<file path="config.mk">
export PLATFORM = sky130hd
export DESIGN_NAME = regfile_wport_ctrl
export DESIGN_NICKNAME = d
export VERILOG_FILES = /design/src/rtl/regfile_wport_ctrl.sv
export SDC_FILE = /design/constraint.sdc
export NUM_CORES = 1
export LEC_CHECK = 0
export CAP_MARGIN = 20
export CORE_MARGIN = 10
export CORE_UTILIZATION = 49
export CTS_BUF_LIST = sky130_fd_sc_hd__clkbuf_4 sky130_fd_sc_hd__clkbuf_8
export CTS_CLUSTER_DIAMETER = 100
export DETAILED_ROUTE_END_ITERATION = 10
export GPL_TIMING_DRIVEN = 0
export PLACE_DENSITY = 0.95
export SYNTH_ARGS = -nofsm -noshare
export SYNTH_HDL_FRONTEND = slang
export SYNTH_SLANG_ARGS = --single-unit
</file>
<file path="constraint.sdc">
create_clock -name clk -period 8.5 [get_ports clk]
set_input_delay 1.7 -clock clk [delete_from_list [all_inputs] [get_ports clk]]
set_output_delay 1.7 -clock clk [all_outputs]
set_load 0.02 [all_outputs]
</file>
<file path="src/rtl/regfile_wport_ctrl.sv">
// ---------------------------------------------------------------------------
// regfile_wport_ctrl
//
// Shares the register file's single write port between two writeback
// requesters (port 0 = ALU, port 1 = load/memory). Each port has a one-entry
// holding register behind a valid/ready handshake. An arbiter picks one
// holder per cycle and moves it into a registered output stage that drives
// the one-hot write enable (Dselect) and write data (D) to the register
// cells. The cells capture on the falling edge of clk. The block also decodes
// the two read addresses to one-hot selects and flags read-after-write
// hazards against writes that are still held or staged.
//
// Configuration macro:
//   RFCTRL_RR_EN  defined   : round-robin arbitration on two-way contention
//                 undefined : fixed priority, port 0 always wins
//
// Parameters:
//   NREG  number of registers / one-hot select width
//   AW    register address width
//   DW    data width
//
// Ports:
//   clk, reset            clock (posedge state update), async active-high reset
//   wr0_valid/ready/addr/data   port 0 write handshake, address and data
//   wr1_valid/ready/addr/data   port 1 write handshake, address and data
//   Dselect, D            one-hot write enable and write data to the cells
//   Aaddr, Baddr          read addresses
//   Aselect, Bselect      one-hot read selects (combinational)
//   hazard                nonzero read address matches a pending write
// ---------------------------------------------------------------------------
module regfile_wport_ctrl #(
    parameter int NREG = 32,
    parameter int AW   = 5,
    parameter int DW   = 32
) (
    input  logic            clk,
    input  logic            reset,
    input  logic            wr0_valid,
    output logic            wr0_ready,
    input  logic [AW-1:0]   wr0_addr,
    input  logic [DW-1:0]   wr0_data,
    input  logic            wr1_valid,
    output logic            wr1_ready,
    input  logic [AW-1:0]   wr1_addr,
    input  logic [DW-1:0]   wr1_data,
    output logic [NREG-1:0] Dselect,
    output logic [DW-1:0]   D,
    input  logic [AW-1:0]   Aaddr,
    input  logic [AW-1:0]   Baddr,
    output logic [NREG-1:0] Aselect,
    output logic [NREG-1:0] Bselect,
    output logic            hazard
);

    logic          r_held0, r_held1, r_svalid;
    logic [AW-1:0] r_haddr0, r_haddr1, r_saddr;
    logic [DW-1:0] r_hdata0, r_hdata1, r_sdata;

    logic w_prio0;
    logic w_grant0, w_grant1;

    // w_prio0 decides the winner only when both holders are valid.
`ifdef RFCTRL_RR_EN
    logic r_prio1;  // 1: port 1 wins the next two-way contention

    always_ff @(posedge clk or posedge reset) begin
        if (reset) begin
            r_prio1 <= 1'b0;
        end else if (r_held0 && r_held1) begin
            // Whoever wins now loses the next contention.
            r_prio1 <= w_grant0;
        end
    end

    assign w_prio0 = !r_prio1;
`else
    assign w_prio0 = 1'b1;
`endif

    assign w_grant0 = r_held0 && (!r_held1 || w_prio0);
    assign w_grant1 = r_held1 && (!r_held0 || !w_prio0);

    // A draining holder can be refilled on the same edge.
    assign wr0_ready = !reset && (!r_held0 || w_grant0);
    assign wr1_ready = !reset && (!r_held1 || w_grant1);

    // ---- holding registers and output stage ----
    always_ff @(posedge clk or posedge reset) begin
        if (reset) begin
            r_held0  <= 1'b0;
            r_haddr0 <= '0;
            r_hdata0 <= '0;
            r_held1  <= 1'b0;
            r_haddr1 <= '0;
            r_hdata1 <= '0;
            r_svalid <= 1'b0;
            r_saddr  <= '0;
            r_sdata  <= '0;
        end else begin
            if (wr0_valid && wr0_ready) begin
                r_held0  <= 1'b1;
                r_haddr0 <= wr0_addr;
                r_hdata0 <= wr0_data;
            end else if (w_grant0) begin
                r_held0 <= 1'b0;
            end

            if (wr1_valid && wr1_ready) begin
                r_held1  <= 1'b1;
                r_haddr1 <= wr1_addr;
                r_hdata1 <= wr1_data;
            end else if (w_grant1) begin
                r_held1 <= 1'b0;
            end

            if (w_grant0) begin
                r_svalid <= 1'b1;
                r_saddr  <= r_haddr0;
                r_sdata  <= r_hdata0;
            end else if (w_grant1) begin
                r_svalid <= 1'b1;
                r_saddr  <= r_haddr1;
                r_sdata  <= r_hdata1;
            end else begin
                r_svalid <= 1'b0;
            end
        end
    end

    // ---- cell-side outputs, from stage registers only ----
    // r0 is hardwired: a staged write to it is consumed but never enabled.
    assign Dselect = (r_svalid && (r_saddr != '0)) ? (NREG'(1) << r_saddr) : '0;
    assign D       = r_sdata;

    assign Aselect = NREG'(1) << Aaddr;
    assign Bselect = NREG'(1) << Baddr;

    function automatic logic pending_hit(input logic [AW-1:0] addr);
        return (addr != '0) &&
               ((r_held0  && (addr == r_haddr0)) ||
                (r_held1  && (addr == r_haddr1)) ||
                (r_svalid && (addr == r_saddr)));
    endfunction

    assign hazard = pending_hit(Aaddr) || pending_hit(Baddr);

endmodule

</file>
### Yosys cells after proc, flatten, opt, wreduce, memory -nomap -nowiden

Index checks and enable logic that the tools add are counted.
W data, S select, Z words.

* memories kept: 0
* memory bits (read-only): 0
* register bits: 114
* input bits: 88
* bits in latches: 0
* word-level logic and storage cells: 55
* memory bits (writable): 0
* output and inout bits: 131

* equal/unequal tests: 6
* shifts and indexed selects: 3
* bitwise gates (word level): 0
* $mul: 0
* divide/modulo/power cells: 0
* reduce and logical (&&, ||, !) cells: 27
* add/subtract/negate cells: 0
* muxes and demuxes: 10
* magnitude comparators: 0

Operators by type and width (count)
* $mux W32: 3
* $shl A1 B5 Y32 const A: 3
* $eq A5 B5 Y1: 6
* $reduce_bool A5 Y1: 3
* $logic_and A1 B1 Y1: 13
* $mux W5: 2
* $logic_or A1 B1 Y1: 6
* $mux W1: 5
* $reduce_bool A2 Y1: 2
* $logic_not A1 Y1: 3

### Depth between registers and ports, before layout

Gate-level depths: netlist of the first run.

* depth after elaboration: 6
* gate-level depth with buffers: 6
* mapped depth without buffers: 5

### Worst setup path after synthesis of the first run

OpenSTA, ideal clock, no wires.

* kind: input -> output
* start: input reset
* end: output wr0_ready
* data required time: 6.800 ns
* arrival: 4.159 ns
* cell stages on the path: 1
* path slack: 2.641 ns
* cells stage by stage: inv_1

* cells in the longest elaborated chain, start to end: 1

RTL lines
* start, declared: RTL line 37 `input logic reset,`
* $logic_not A1 Y1 (no source line)
* end, declared: RTL line 39 `output logic wr0_ready,`

No other way between the ends.

### Final worst setup path of the first run

* start: input Baddr[4]
* end: output hazard

* cells in the longest elaborated chain, start to end: 6
* elaborated cells between the ends (all ways): 11

RTL lines
* start, declared: RTL line 49 `input logic [AW-1:0] Baddr,`
* $eq A5 B5 Y1 (on tied branches): RTL line 140, 141
* $logic_and A1 B1 Y1 (on tied branches): RTL line 140, 141
* $logic_or A1 B1 Y1: RTL line 140 `((r_held0 && (addr == r_haddr0)) ||`
* $logic_or A1 B1 Y1: RTL line 141 `(r_held1 && (addr == r_haddr1)) ||`
* $logic_and A1 B1 Y1 (*): RTL line 139 `return (addr != '0) &&`
* $logic_or A1 B1 Y1 (*): RTL line 145 `assign hazard = pending_hit(Aaddr) || pending_hit(Baddr);`
* end, declared: RTL line 52 `output logic hazard`

Mark *: on every way between the ends. The rest lies on a longest branch, timed or not.

==> reports/qor.yml, run 1 <==
gr-total-overflow: 0
antenna_left: 0
async_reset_ff_share_pct: 100
grt_start_max_net_pins: 69
path_class: "primary input to primary output"
synthAdderAreaFrac_pct: 0
status: "completed"
max_freq_mhz: 178
critPathLaunchType: "primary input"
ff2ff_path_depth: 6
max_cap_viol_count: 0
ys_seq_elements: 114
cts_tree: "yes"
io_buffers: 213
die_area_mm2: 0.0162
pwr-share-seq_pct: 41.9
synth_warnings: 0
whs_path_depth: 2
postCtsHoldBufs: 0
muxShareOfSynthArea_pct: 21.3
ys_top_cells_by_count: "114 x dfrtp_1, 94 x nor2_1, 55 x mux2_2, 50 x nand2_1"
crit_start: "Baddr[4]"
cts_made_buffers: 17
end_kind: "primary output"
hold-worst-slack_ns: 0.484
total_power_w: 0.00167
area_growth_pct: 48.8
cts_setup_buffers: 0
grt_first_pass_wirelength_um: 28300
rsz0062_at_grt: "no"
synth_nets: 626
setup_tns_ns: 0
critPathMaxFanout: 10
die_h_um: 127
clock_path_buffers: 2
wirelength_um: 17700
h-tree-depth: 4
die_x_um: 127
track_usage_pct: 21.5
drc: 0
reg2reg_to: "r_hdata1[4]$_DFFE_PP0P_"
p_comb_share_pct: 26.5
postCtsResizedCells: 0
synth_most_common_cell: "dfrtp_1"
finalHoldViolCount: 0
avgSynthCellArea_um2: 10.5
rr_startpoint: "r_held1$_DFFE_PP0P_"
drive_gt1_share_pct: 16.1
pwr-share-clk_pct: 31.6
clkTransAtPathRegs_ns: 0.07
cts_root_buf: "clkbuf_8"
synth-compound-area-share_pct: 3.54
drt-pass1-iter-count: 4
detailed_place_hpwl_um: 13700
worst_pin_slew_ns: 0.620
start_util_pct: 49.8
fin_crit_ns: 5.62
synth_edf_count: 0
p_switching_w: 0.000496
synth_top_area_cell: "dfrtp_1"
core_area_mm2: 0.0114
synth.area.top_cells: "dfrtp_1 50%, mux2_2 11%, mux2i_1 6.5%, nor2_1 6.2%, mux2_1 3.8%"
arrival_ns: 3.92
vias_per_cell: 5.22
required_ns: 6.80
worstHoldPathType: "flip-flop to flip-flop"
period_share_pct: 66.1
p_int_w: 0.00118
pin_count: 219
holdPathEnd: "D[18]$_DFFE_PP0P_"
fp-row-count: 39
hp-start: "r_hdata0[18]$_DFFE_PP0P_"
n_antenna_cell: 0
report.final.slew_viol_count: 0
fin_nets: 859
leakagePower_nw: 3.42
reg2reg_setup_slack_ns: 6.52
sw_frac_of_total_pct: 29.7
vias: 4842
stdcell_count: 927
synthCells: 538
synth_xor_area_share_pct: 4.64
synthSimpleGateAreaFrac_pct: 15.8
synth_cell_type_count: 35
cts_sinks: 114
ys_seq_area_share_pct: 50.4
synth_top_area_share_pct: 50.4
wl_per_cell_um: 19.1
synth_area_mm2: 0.00566
synth_top_family_by_area: "multiplexers"
drt_iter0_drc: 272
synth_flop_cell: "dfrtp_1"
grt_pass1_vias: 5312
ir_drop_mv: 0.169
antenna_found_initial: 0
dp.cells: 895
clock_latency_ns: 0.41
setup_violations: 0
fin_worst_skew_ns: 0.00768
place_congestion: 0.930
relSlewSlack_pct: 58.7
power_density_mw_per_mm2: 199
[worst max-delay path by stage]
stage	endpoint	slack, ns	cells after the start
3_3_place_gp	wr0_ready	0.49	3
6_report	hazard	2.88	8
4_1_cts	hazard	2.84	8
2_1_floorplan	wr0_ready	2.64	1
3_5_place_dp	hazard	2.86	6
5_1_grt	hazard	2.77	8
[logic make-up after synthesis]
group / count (synthesis)
flip-flops: 114
AND/OR/NAND/NOR: 194
AO/OA/AOI/OAI: 40
buffers and inverters: 48
other: 1
XOR/XNOR: 30
multiplexers: 111
[metal layers]
metal / vias to the layer above / share of wire [%] / track usage (%) / routed length [um]
met5: - / 0 / 0 / 0
met2: 203 / 52 / 39.1 / 9180
li1: 2254 / - / - / -
met1: 2344 / 37 / 22.3 / 6550
met3: 41 / 8.7 / 7.24 / 1530
met4: 0 / 2.4 / 7.97 / 420
[registers in the layout (all words and copies together) (netlist names)]
name and flops:
r_hdata0 32, r_haddr1 5, r_haddr0 5, r_hdata1 32, r_held0 1, D 32, r_svalid 1, r_saddr 5
r_held1 1
[metrics by stage]
| stage | setup slack, ns | utilization [%] | cell area [um^2] |
|---|---|---|---|
| after floorplan | 2.64 | - | 5660 |
| after detailed placement | 2.86 | 70.4 | 8000 |
| after CTS | 2.84 | 74.1 | 8420 |
| final | 2.88 | 74.1 | 8420 |
| after global routing | 2.77 | 74.1 | 8420 |
| after global placement | 0.495 | 70.1 | 7970 |
[worst max-delay path, stage by stage]
cell and delay [ns]:
clkdlybuf4s50_1 0.48, buf_2 0.23, xor2_1 0.16, nor4_1 0.07, nand3_1 0.10, a21oi_1 0.07, or4_1 0.55, clkdlybuf4s50_1 0.56
[cells in the final DEF, fill, tap and decap left out, types with 12 or more instances in the layout]
cell type        Yosys  routed
nor2_1              94      94
mux2_1              19      19
xor2_1              18      18
mux2i_1             37      37
o21ai_0             37      37
buf_2               21      21
xnor2_1             12      12
dfrtp_1            114     114
clkbuf_1            20      20
clkbuf_8             0      20
clkdlybuf4s50_1      0     213
mux2_2              55      55
nand2_1             50      50
[power by group through the flow]
stage / Combinational, W / Sequential [W] / Clock, W
floorplan: 0.000215 / 0.000733 / 0
global placement: 0.000427 / 0.000703 / 0
detailed placement: 0.000446 / 0.000710 / 0
CTS: 0.000448 / 0.000702 / 0.000537
global route: 0.000480 / 0.000713 / 0.000563
finish: 0.000443 / 0.000702 / 0.000528
[area by class of cell]
class	count	area, um^2
clock buffer	22	290
clock inverter	10	131
timing repair buffer	214	2160
inverter	1	6.26
tap	143	179
fill	766	2950
sequential	114	2850
multi-input combinational	376	2560
buffer	47	240
No activity file was read; power rests on OpenSTA's default activity.
==> run 2, diff against run 1 <==
--- a/config.mk
+++ b/config.mk
@@ -7,12 +7,12 @@
 export LEC_CHECK = 0
 export CAP_MARGIN = 20
 export CORE_MARGIN = 10
-export CORE_UTILIZATION = 49
+export CORE_UTILIZATION = 46
 export CTS_BUF_LIST = sky130_fd_sc_hd__clkbuf_4 sky130_fd_sc_hd__clkbuf_8
 export CTS_CLUSTER_DIAMETER = 100
 export DETAILED_ROUTE_END_ITERATION = 10
 export GPL_TIMING_DRIVEN = 0
-export PLACE_DENSITY = 0.95
+export PLACE_DENSITY = 0.94
 export SYNTH_ARGS = -nofsm -noshare
 export SYNTH_HDL_FRONTEND = slang
 export SYNTH_SLANG_ARGS = --single-unit
==> constraint.sdc (replaced) <==
create_clock -name clk -period 5.65 [get_ports clk]
set_input_delay 1.13 -clock clk [delete_from_list [all_inputs] [get_ports clk]]
set_output_delay 1.13 -clock clk [all_outputs]
set_load 0.02 [all_outputs]
==> reports/qor.yml, run 2 (synthesized netlist as in run 1, its figures left out) <==
area_growth_pct: 49.3
cp_slowest_cell: "or4_1"
worstHoldPathType: "flip-flop to flip-flop"
cts_setup_buffers: 0
drive_gt1_share_pct: 16.1
die_x_um: 131
n_antenna_cell: 0
detailed_place_hpwl_um: 13800
cp_common_cell: "clkdlybuf4s50_1"
vias_per_cell: 5.19
clock_latency_ns: 0.43
layout_common_cells: "213 x clkdlybuf4s50_1, 114 x dfrtp_1, 94 x nor2_1, 55 x mux2_2, 50 x nand2_1"
design_area_mm2: 0.00845
finalHoldViolCount: 0
cts_sinks: 114
start_util_pct: 47.1
max_freq_mhz: 222
cts_tree: "yes"
crit_start: "Baddr[4]"
io_buffers: 213
required_ns: 4.52
critPathMaxFanout: 10
vias: 4832
fin_crit_ns: 4.51
total_power_w: 0.00257
cts_root_buf: "clkbuf_8"
grt_first_pass_wirelength_um: 27100
grt_start_max_net_pins: 78
fin_nets: 859
clkTransAtPathRegs_ns: 0.06
fin_worst_skew_ns: 0.00954
report.final.slew_viol_count: 0
status: "completed"
place_congestion: 0.862
hold-worst-slack_ns: 0.481
cts_made_buffers: 17
relSlewSlack_pct: 62.0
leakagePower_nw: 3.43
arrival_ns: 3.38
hp-start: "r_hdata0[3]$_DFFE_PP0P_"
end_kind: "primary output"
path_cells: "clkdlybuf4s50_1 > buf_2 > xor2_1 > nor4_1 > nand3_1 > a21oi_1 > or4_1 > clkdlybuf4s50_1"
fp-row-count: 40
grt_pass1_vias: 5157
h-tree-depth: 4
period_share_pct: 79.8
drt_iter0_drc: 306
die_area_mm2: 0.0171
critPathLaunchType: "primary input"
die_h_um: 131
antenna_found_initial: 0
power_density_mw_per_mm2: 304
rr_startpoint: "r_held1$_DFFE_PP0P_"
pin_count: 219
track_usage_pct: 20.1
drt-pass1-iter-count: 4
setup_violations: 0
place_area_mm2: 0.00801
antenna_left: 0
gr-total-overflow: 0
max_cap_viol_count: 0
cpLargestDelayFamily: "buffers and inverters"
drc: 0
postCtsResizedCells: 0
rsz0062_at_grt: "no"
clock_path_buffers: 2
wirelength_um: 17700
core_area_mm2: 0.0120
path_buf_inv: 3
critical_path.max_stage_delay_ns: 0.57
postCtsHoldBufs: 0
path_class: "primary input to primary output"
final_common_cell: "clkdlybuf4s50_1"
wl_per_cell_um: 19.0
ir_drop_mv: 0.214
worst_pin_slew_ns: 0.570
==> run 2: cell count changes in the layout (fill, tap and decap cells not counted), sizes merged <==
cell,change
bufinv,+1
clkinv,-2
clkinvlp,+1
==> run 2: area by class of cell <==
class	count	area, um^2
well taps	147	184
repair buffers	214	2160
plain buffers	47	240
inverters	1	6.26
flip-flops and latches	114	2850
multi-input cells	376	2560
fillers	879	3560
clock inverters	10	155
clock buffers	22	290
==> run 2: tightest hold or removal path, delay by kind of cell, from the launching register on <==
family          cells  cell delay, ns
flops               1            0.34
compound gates      1            0.06
simple gates        1            0.05
==> run 2: final timing paths <==
kind	end	slack [ns]	cells past startpoint
worst max-delay path	hazard	1.14	8
worst min-delay path	D[3]$_DFFE_PP0P_	0.48	2
worst max register to register	r_hdata1[17]$_DFFE_PP0P_	3.63	6
worst min register to register	D[3]$_DFFE_PP0P_	0.48	2
max in group asynchronous	D[8]$_DFFE_PP0P_	3.75	3
min in group asynchronous	r_hdata1[31]$_DFFE_PP0P_	1.17	2
==> run 2: power by group <==
group | internal [W] | total (W) | switching [W]
logic | 0.000332 | 0.000669 | 0.000337
registers | 0.000961 | 0.00106 | 0.0000954
clock network | 0.000523 | 0.000844 | 0.000321
total | 0.00182 | 0.00257 | 0.000754
==> run 2: metal layers <==
metal	GRT usage [%]	up-vias	share of wire, %
li1	-	2263	-
met1	21.0	2326	37
met2	35.9	214	51
met3	8.14	29	11
met4	6.74	0	1.9
met5	0	-	0
==> run 2: per-stage QoR <==
stage	TNS [ns]	std cells	utilization (%)	worst slack (ns)
after detailed placement	0	899	66.6	1.14
after global routing	0	931	70.4	0.999
after floorplan	0	538	-	0.931
after global placement	-2.71	898	66.4	-1.30
final	0	931	70.4	1.14
after CTS	0	931	70.4	1.13
